`config.mk`:
```
export PLATFORM = sky130hd
export DESIGN_NAME = fifo_word_packer_flat
export DESIGN_NICKNAME = d
export VERILOG_FILES = /design/src/rtl/fifo_pack_pkg.sv /design/src/rtl/fifo_word_packer_if.sv /design/src/rtl/idle_timer.sv /design/src/rtl/fifo_word_packer.sv /design/src/flat_wrapper.sv
export SDC_FILE = /design/constraint.sdc
export NUM_CORES = 1
export LEC_CHECK = 0
export CAP_MARGIN = 20
export CORE_ASPECT_RATIO = 1.75
export CORE_MARGIN = 4
export CORE_UTILIZATION = 50
export CTS_CLUSTER_DIAMETER = 80
export DETAILED_ROUTE_END_ITERATION = 10
export PLACE_DENSITY = 0.75
export SKIP_LAST_GASP = 1
export SYNTH_ARGS = -nofsm -noshare
export SYNTH_HDL_FRONTEND = slang
export SYNTH_SLANG_ARGS = --single-unit
```
`constraint.sdc`:
```
create_clock -name r_clk -period 2.13 [get_ports r_clk]
set_input_delay 0.639 -clock r_clk [delete_from_list [all_inputs] [get_ports r_clk]]
set_output_delay 0.639 -clock r_clk [all_outputs]
set_load 0.01 [all_outputs]
```
`src/rtl/fifo_pack_pkg.sv`:
```
// Shared types and widths for the FIFO read-side word packer.
package fifo_pack_pkg;

   typedef enum logic {
      FILL = 1'b0,
      SEND = 1'b1
   } state_t;

   localparam int unsigned BYTES_PER_WORD = 4;
   localparam int unsigned KEEP_W         = 4;
   localparam int unsigned BYTE_W         = 8;
   localparam int unsigned DATA_W         = BYTES_PER_WORD * BYTE_W;
   localparam int unsigned CNT_W          = 3;

   typedef struct packed {
      logic [DATA_W-1:0] data;
      logic [KEEP_W-1:0] keep;
   } word_t;

   // Low n lanes enabled; n is the number of captured bytes (0..4).
   function automatic logic [KEEP_W-1:0] keep_mask(input logic [CNT_W-1:0] n);
      logic [KEEP_W:0] one_hot;
      one_hot = (KEEP_W+1)'(1) << n;
      return KEEP_W'(one_hot - (KEEP_W+1)'(1));
   endfunction

endpackage

```
`src/rtl/fifo_word_packer_if.sv`:
```
// FIFO read port plus packed-word valid/ready stream seen by the packer.
interface fifo_word_packer_if;
   import fifo_pack_pkg::*;

   logic              r_empty;
   logic [BYTE_W-1:0] r_data;
   logic              r_en;
   logic [DATA_W-1:0] out_data;
   logic [KEEP_W-1:0] out_keep;
   logic              out_valid;
   logic              out_ready;

   modport master (
      input  r_empty, r_data, out_ready,
      output r_en, out_data, out_keep, out_valid
   );

   modport slave (
      output r_empty, r_data, out_ready,
      input  r_en, out_data, out_keep, out_valid
   );

endinterface

```
`src/rtl/idle_timer.sv`:
```
// Saturating idle counter; expired pulses on the increment that reaches TIMEOUT.
module idle_timer #(
   parameter int unsigned TIMEOUT = 16
) (
   input  logic r_clk,
   input  logic rst_n,
   input  logic clr,
   input  logic inc,
   output logic expired
);

   localparam int unsigned TIMER_W = 8;

   logic [TIMER_W-1:0] count_q;

   always_ff @(posedge r_clk or negedge rst_n) begin
      if (!rst_n) begin
         count_q <= '0;
      end else if (clr) begin
         count_q <= '0;
      end else if (inc && (count_q != '1)) begin
         count_q <= count_q + TIMER_W'(1);
      end
   end

   assign expired = inc && !clr && ((32'(count_q) + 32'd1) >= TIMEOUT);

endmodule

```
`src/rtl/fifo_word_packer.sv`:
```
// Drains bytes from the FIFO read port into 32-bit little-endian words,
// flushing a partial word with a byte mask after an idle timeout.
module fifo_word_packer
   import fifo_pack_pkg::*;
#(
   parameter int unsigned TIMEOUT = 16
) (
   input  logic                r_clk,
   input  logic                rst_n,
   fifo_word_packer_if.master  bus
);

   state_t            state_q, state_d;
   logic [CNT_W-1:0]  cnt_q, cnt_d;
   logic [DATA_W-1:0] asm_q, asm_d;
   word_t             out_q, out_d;
   logic              valid_q, valid_d;
   logic              pend_q;
   logic              run_q;
   logic              rd_req_c;
   logic              idle_inc_c;
   logic              idle_clr_c;
   logic              expired;

   // run_q holds reads off until the first edge after reset release.
   assign rd_req_c = run_q && (state_q == FILL) && !bus.r_empty &&
                     (({1'b0, cnt_q} + {3'b000, pend_q}) < 4'(BYTES_PER_WORD));

   assign idle_inc_c = (state_q == FILL) && (cnt_q != '0) && !pend_q && bus.r_empty;
   assign idle_clr_c = !idle_inc_c;

   idle_timer #(.TIMEOUT(TIMEOUT)) u_idle_timer (
      .r_clk   (r_clk),
      .rst_n   (rst_n),
      .clr     (idle_clr_c),
      .inc     (idle_inc_c),
      .expired (expired)
   );

   // Next-state, lane capture and output word load.
   always_comb begin
      state_d = state_q;
      cnt_d   = cnt_q;
      asm_d   = asm_q;
      out_d   = out_q;
      valid_d = valid_q;
      unique case (state_q)
         FILL: begin
            if (pend_q) begin
               asm_d[{cnt_q[1:0], 3'b000} +: BYTE_W] = bus.r_data;
               cnt_d = cnt_q + CNT_W'(1);
            end
            if (pend_q && (cnt_q == CNT_W'(BYTES_PER_WORD - 1))) begin
               state_d    = SEND;
               valid_d    = 1'b1;
               out_d.data = asm_d;
               out_d.keep = '1;
            end else if (expired) begin
               state_d    = SEND;
               valid_d    = 1'b1;
               out_d.data = asm_q;
               out_d.keep = keep_mask(cnt_q);
            end
         end
         SEND: begin
            if (bus.out_ready) begin
               state_d = FILL;
               valid_d = 1'b0;
               cnt_d   = '0;
               asm_d   = '0;
               out_d   = '0;
            end
         end
         default: state_d = FILL;
      endcase
   end

   always_ff @(posedge r_clk or negedge rst_n) begin
      if (!rst_n) begin
         state_q <= FILL;
         cnt_q   <= '0;
         asm_q   <= '0;
         out_q   <= '0;
         valid_q <= 1'b0;
         pend_q  <= 1'b0;
         run_q   <= 1'b0;
      end else begin
         state_q <= state_d;
         cnt_q   <= cnt_d;
         asm_q   <= asm_d;
         out_q   <= out_d;
         valid_q <= valid_d;
         pend_q  <= rd_req_c;
         run_q   <= 1'b1;
      end
   end

   assign bus.r_en      = rd_req_c;
   assign bus.out_data  = out_q.data;
   assign bus.out_keep  = out_q.keep;
   assign bus.out_valid = valid_q;

endmodule

```
`src/flat_wrapper.sv`:
```
// flat-port wrapper written by rule: the top's interface ports become plain ports
module fifo_word_packer_flat import fifo_pack_pkg::*;
#(
   parameter int unsigned TIMEOUT = 16
)
  (r_clk, rst_n, bus_r_empty, bus_r_data, bus_out_ready, bus_r_en, bus_out_data, bus_out_keep, bus_out_valid);
  fifo_word_packer_if bus_i ();
  input  logic r_clk;
  input  logic rst_n;
  input wire logic [$bits(bus_i.r_empty)-1:0] bus_r_empty;
  input wire logic [$bits(bus_i.r_data)-1:0] bus_r_data;
  input wire logic [$bits(bus_i.out_ready)-1:0] bus_out_ready;
  output wire logic [$bits(bus_i.r_en)-1:0] bus_r_en;
  output wire logic [$bits(bus_i.out_data)-1:0] bus_out_data;
  output wire logic [$bits(bus_i.out_keep)-1:0] bus_out_keep;
  output wire logic [$bits(bus_i.out_valid)-1:0] bus_out_valid;
  assign bus_i.r_empty = bus_r_empty;
  assign bus_i.r_data = bus_r_data;
  assign bus_i.out_ready = bus_out_ready;
  assign bus_r_en = bus_i.r_en;
  assign bus_out_data = bus_i.out_data;
  assign bus_out_keep = bus_i.out_keep;
  assign bus_out_valid = bus_i.out_valid;
  fifo_word_packer #(.TIMEOUT(TIMEOUT)) u_core (.r_clk(r_clk), .rst_n(rst_n), .bus(bus_i));
endmodule
```
==> metrics.md <==
| Metric | Value |
|---|---|
| Antenna Cells | 0 |
| Share of cells above drive strength 1 | roughly 18% |
| Area growth syn-to-layout | 26.4% |
| Layout Skew | between 10 and 15 ps |
| Clock Tree Buf Depth | 2 |
| Synth Warn # | 0 |
| PwrDens | about 1300 nW/um^2 |
| Clock root cell | clkbuf_16 |
| Synth top area cells | dfrtp_1 49%, nand2_1 5.1%, a21oi_1 4.6%, a22oi_1 4.6%, o22ai_1 3.7% |
| Total core area | slightly above 8000 um^2 |
| # rows | 44 |
| Global-route wire length before repair | about 17 mm |
| Clk_lat worst skew | between 300 and 400 ps |
| Mean post-synth cell area | 9.83 um^2 |
| Clk pwr share | between 20% and 30% |
| Area occupied by multi-input gates | 2040 um^2 |
| Library cells used by synthesis | between 40 and 50 |
| Hold Fails Final Rpt | 0 |
| Place WS | -488 ps |
| Hold Crit Class | input pin to asynchronous set/reset pin |
| Required time of the critical path | 2360 ps |
| Max Slew Vio Count | 0 |
| Fill count | 681 |
| Peak supply drop | roughly 0.00074 V |
| Area leader, netlist | dfrtp_1 |
| Max_slew headroom | approximately 64% |
| Setup Crit Path Kind | flop to flop |
| Sequential group share of total power | a little over a third |
| Synthesized area | around 4200 um^2 |
| Ports | 50 |
| Fin crit period | 2100 ps |
| Post-synth EDFFs | 0 |
| Internal power | 4490 uW |
| Reg clk slew, reported paths | 60 ps |
| Hold-fix buffers at CTS | 0 |
| Initial Util | 51.3% |
| Critical Path End Type | flop |
| DRC Markers | 0 |
| Startpoint types | flop |
| Final Cycle Share | 98.7% |
| Die span in x | ~78 um |
| Die area | a little over 10,000 um^2 |
| Synthesized netlist cell count | ~430 |
| Leakage | between 0.002 and 0.0025 uW |
| Post-synth top area share | roughly 49% |
| DR WL/cell | 18.6 um |
| Vias per cell | 6.14 |
| Asr flop ratio synth | between 90% and 100% |
| Post-synthesis sequential area ratio | 49.0% |
| WL final | 11.0 mm |
| Largest net degree at the start of global routing | 84 |
| Port Buffers | 49 |
| Setup slack after layout | about 29 ps |
| Worst slew pin tran | 533 ps |
| Initial antenna violation count | 0 |
| Clk sinks | 83 |
| Mapped Nets | 452 |
| CTS tree | done |
| Total grt overflow | 0 |
| Max-cap check violation count | 0 |
| Comb power frac | between 40% and 50% |
| # setup viols final | 0 |
| GP Congestion | a little over 0.9 |
| CTS HTree Levels | 3 |
| Status | finished, final reports clean |
| WP data arrival | 2330 ps |
| GRT Util Overall | 22.0% |
| Cts bufs inserted | 9 |
| ANT nets after route | 0 |
| Yosys reg bits | just over 80 |
| Nets@finish | 515 |
| RSZ-0062 raised after global routing | true |
| HPWL Detailed | ~7 mm |
| Die height | approximately 130 um |
| Vias | 3,626 |
| First-pass DRT Iterations | 5 |
| Sw Ratio | a little over a third |
| Reg area | approximately 2100 um^2 |
| Fin Hold WS | approximately 320 ps |
| Worst Path Max Fanout | 14 |
| Detailed Route Iter0 Violations | around 290 |
| Top_reg_cell synth | dfrtp_1 |
| Vias in the first global route | ~3,500 |
| Peak Freq | approximately 480 MHz |
| Sw power | approximately 2600 uW |
| FF-to-FF path depth | 7 |
[routing by layer]
layer / vias up / GRT usage, % / part of all wire [%]
met1: 1773 / 27.5 / 40
met2: 125 / 36.4 / 52
met4: 0 / 10.8 / 3.4
li1: 1700 / - / -
met5: - / 0 / 0
met3: 28 / 4.28 / 4.9
[cells by family (layout without fill, tap and decap cells)]
group | Yosys count | count (layout) | synth area share, %
AND/OR/NAND/NOR | 147 | 147 | 16.3
AO/OA/AOI/OAI | 130 | 130 | 21.0
flip-flops | 83 | 83 | 49.0
buffers and inverters | 36 | 104 | 3.78
multiplexers | 21 | 21 | 6.35
adder cells (fa/ha/maj) | 9 | 9 | 2.66
XOR/XNOR | 4 | 4 | 0.827
other | 1 | 1 | 0.0885
[repair_timing]
item	CTS	global route
pin swaps	1	4
gates resized for setup	7	10
setup endpoints to repair	26	25
buffers inserted	0	5
gates cloned	0	1
[layout by cell type, fill, tap and decap left out, types with 3 or more instances in the layout]
cell             count
a21oi_1             38
a22o_1               6
a22oi_1             26
and3_1              10
buf_12               3
buf_4               30
clkbuf_16           10
clkdlybuf4s50_1     46
clkinvlp_4           4
dfrtp_1             80
dfrtp_2              3
ha_1                 7
inv_1                4
mux2_1               3
mux2_2               8
mux2_4               9
nand2_1             56
nand2b_1             6
nand3_1             15
nor2_1              32
nor3_1               9
o21ai_0              7
o22ai_1             25
o2bb2ai_1           13
xnor2_1              3
[flip-flops by register name, summed over array words and instances (netlist names)]
| name | cells |
|---|---|
| u_core.cnt_q | 3 |
| u_core.bus.out_data | 32 |
| u_core.bus.out_valid | 1 |
| u_core.state_q | 1 |
| u_core.run_q | 1 |
| u_core.pend_q | 1 |
| u_core.asm_q | 32 |
| u_core.bus.out_keep | 4 |
| u_core.u_idle_timer.count_q | 8 |
[path summary, 6_finish.rpt]
check / to / start / slack [ps]
worst max-delay path: u_core.bus.out_data[11] / u_core.cnt_q[0] / 30
max in group asynchronous: u_core.cnt_q[1] / rst_n / 1460
worst min register to register: u_core.bus.out_data[1] / u_core.bus.out_data[1] / 490
worst min-delay path: u_core.asm_q[0] / rst_n / 320
worst max register to register: u_core.bus.out_data[11] / u_core.cnt_q[0] / 30
min in group r_clk: u_core.bus.out_data[1] / u_core.bus.out_data[1] / 490
[worst max-delay path, stage by stage (launching register included)]
cell      delay [ps]
dfrtp_2          440
ha_1             220
ha_1             250
nand2_2          150
nand2b_4          70
o211ai_4         300
buf_12           210
mux2_2           350
[cells in the mapped netlist, types with 3 or more instances]
cell type and number:
a21oi_1 39, nand2b_1 7, dfrtp_1 83, mux2_4 9, mux2_1 3, a22oi_1 26
nand3_1 16, o21ai_0 7, o2bb2ai_1 13, o22ai_1 25, ha_1 9, nor3_1 9
buf_6 3, nand2_1 57, mux2_2 8, nor2_1 34, inv_1 6, a22o_1 6
clkbuf_1 23, xnor2_1 3, and3_1 10
[power groups by stage]
stage | Sequential (uW) | Clock, uW | Combinational, uW
finish | 2460 | 1590 | 3020
global route | 2520 | 1680 | 3290
CTS | 2450 | 1610 | 2890
detailed placement | 2470 | 0 | 2840
global placement | 2440 | 0 | 2740
floorplan | 2490 | 0 | 1790
[through the flow]
| stage | area (um^2) | utilization (%) | setup TNS, ps | power [uW] | instances |
|---|---|---|---|---|---|
| after global routing | 5350 | 64.8 | -27.4 | 7500 | 591 |
| after floorplan | 4260 | - | 0 | 4290 | 431 |
| after CTS | 5270 | 63.8 | -85.7 | 6950 | 585 |
| after global placement | 4960 | 60.0 | -2240 | 5190 | 569 |
| final | 5350 | 64.8 | 0 | 7070 | 591 |
| after detailed placement | 4960 | 60.0 | -2590 | 5310 | 569 |
[final cells by class]
type / count / share of cell area [%]
clock buffer: 10 / 4.46
timing repair buffer: 82 / 14.7
sequential: 83 / 38.9
multi-input combinational: 312 / 38.2
tap: 92 / 2.15
inverter: 6 / 0.421
clock inverter: 6 / 1.22
Power figures use the tool's default switching activity.
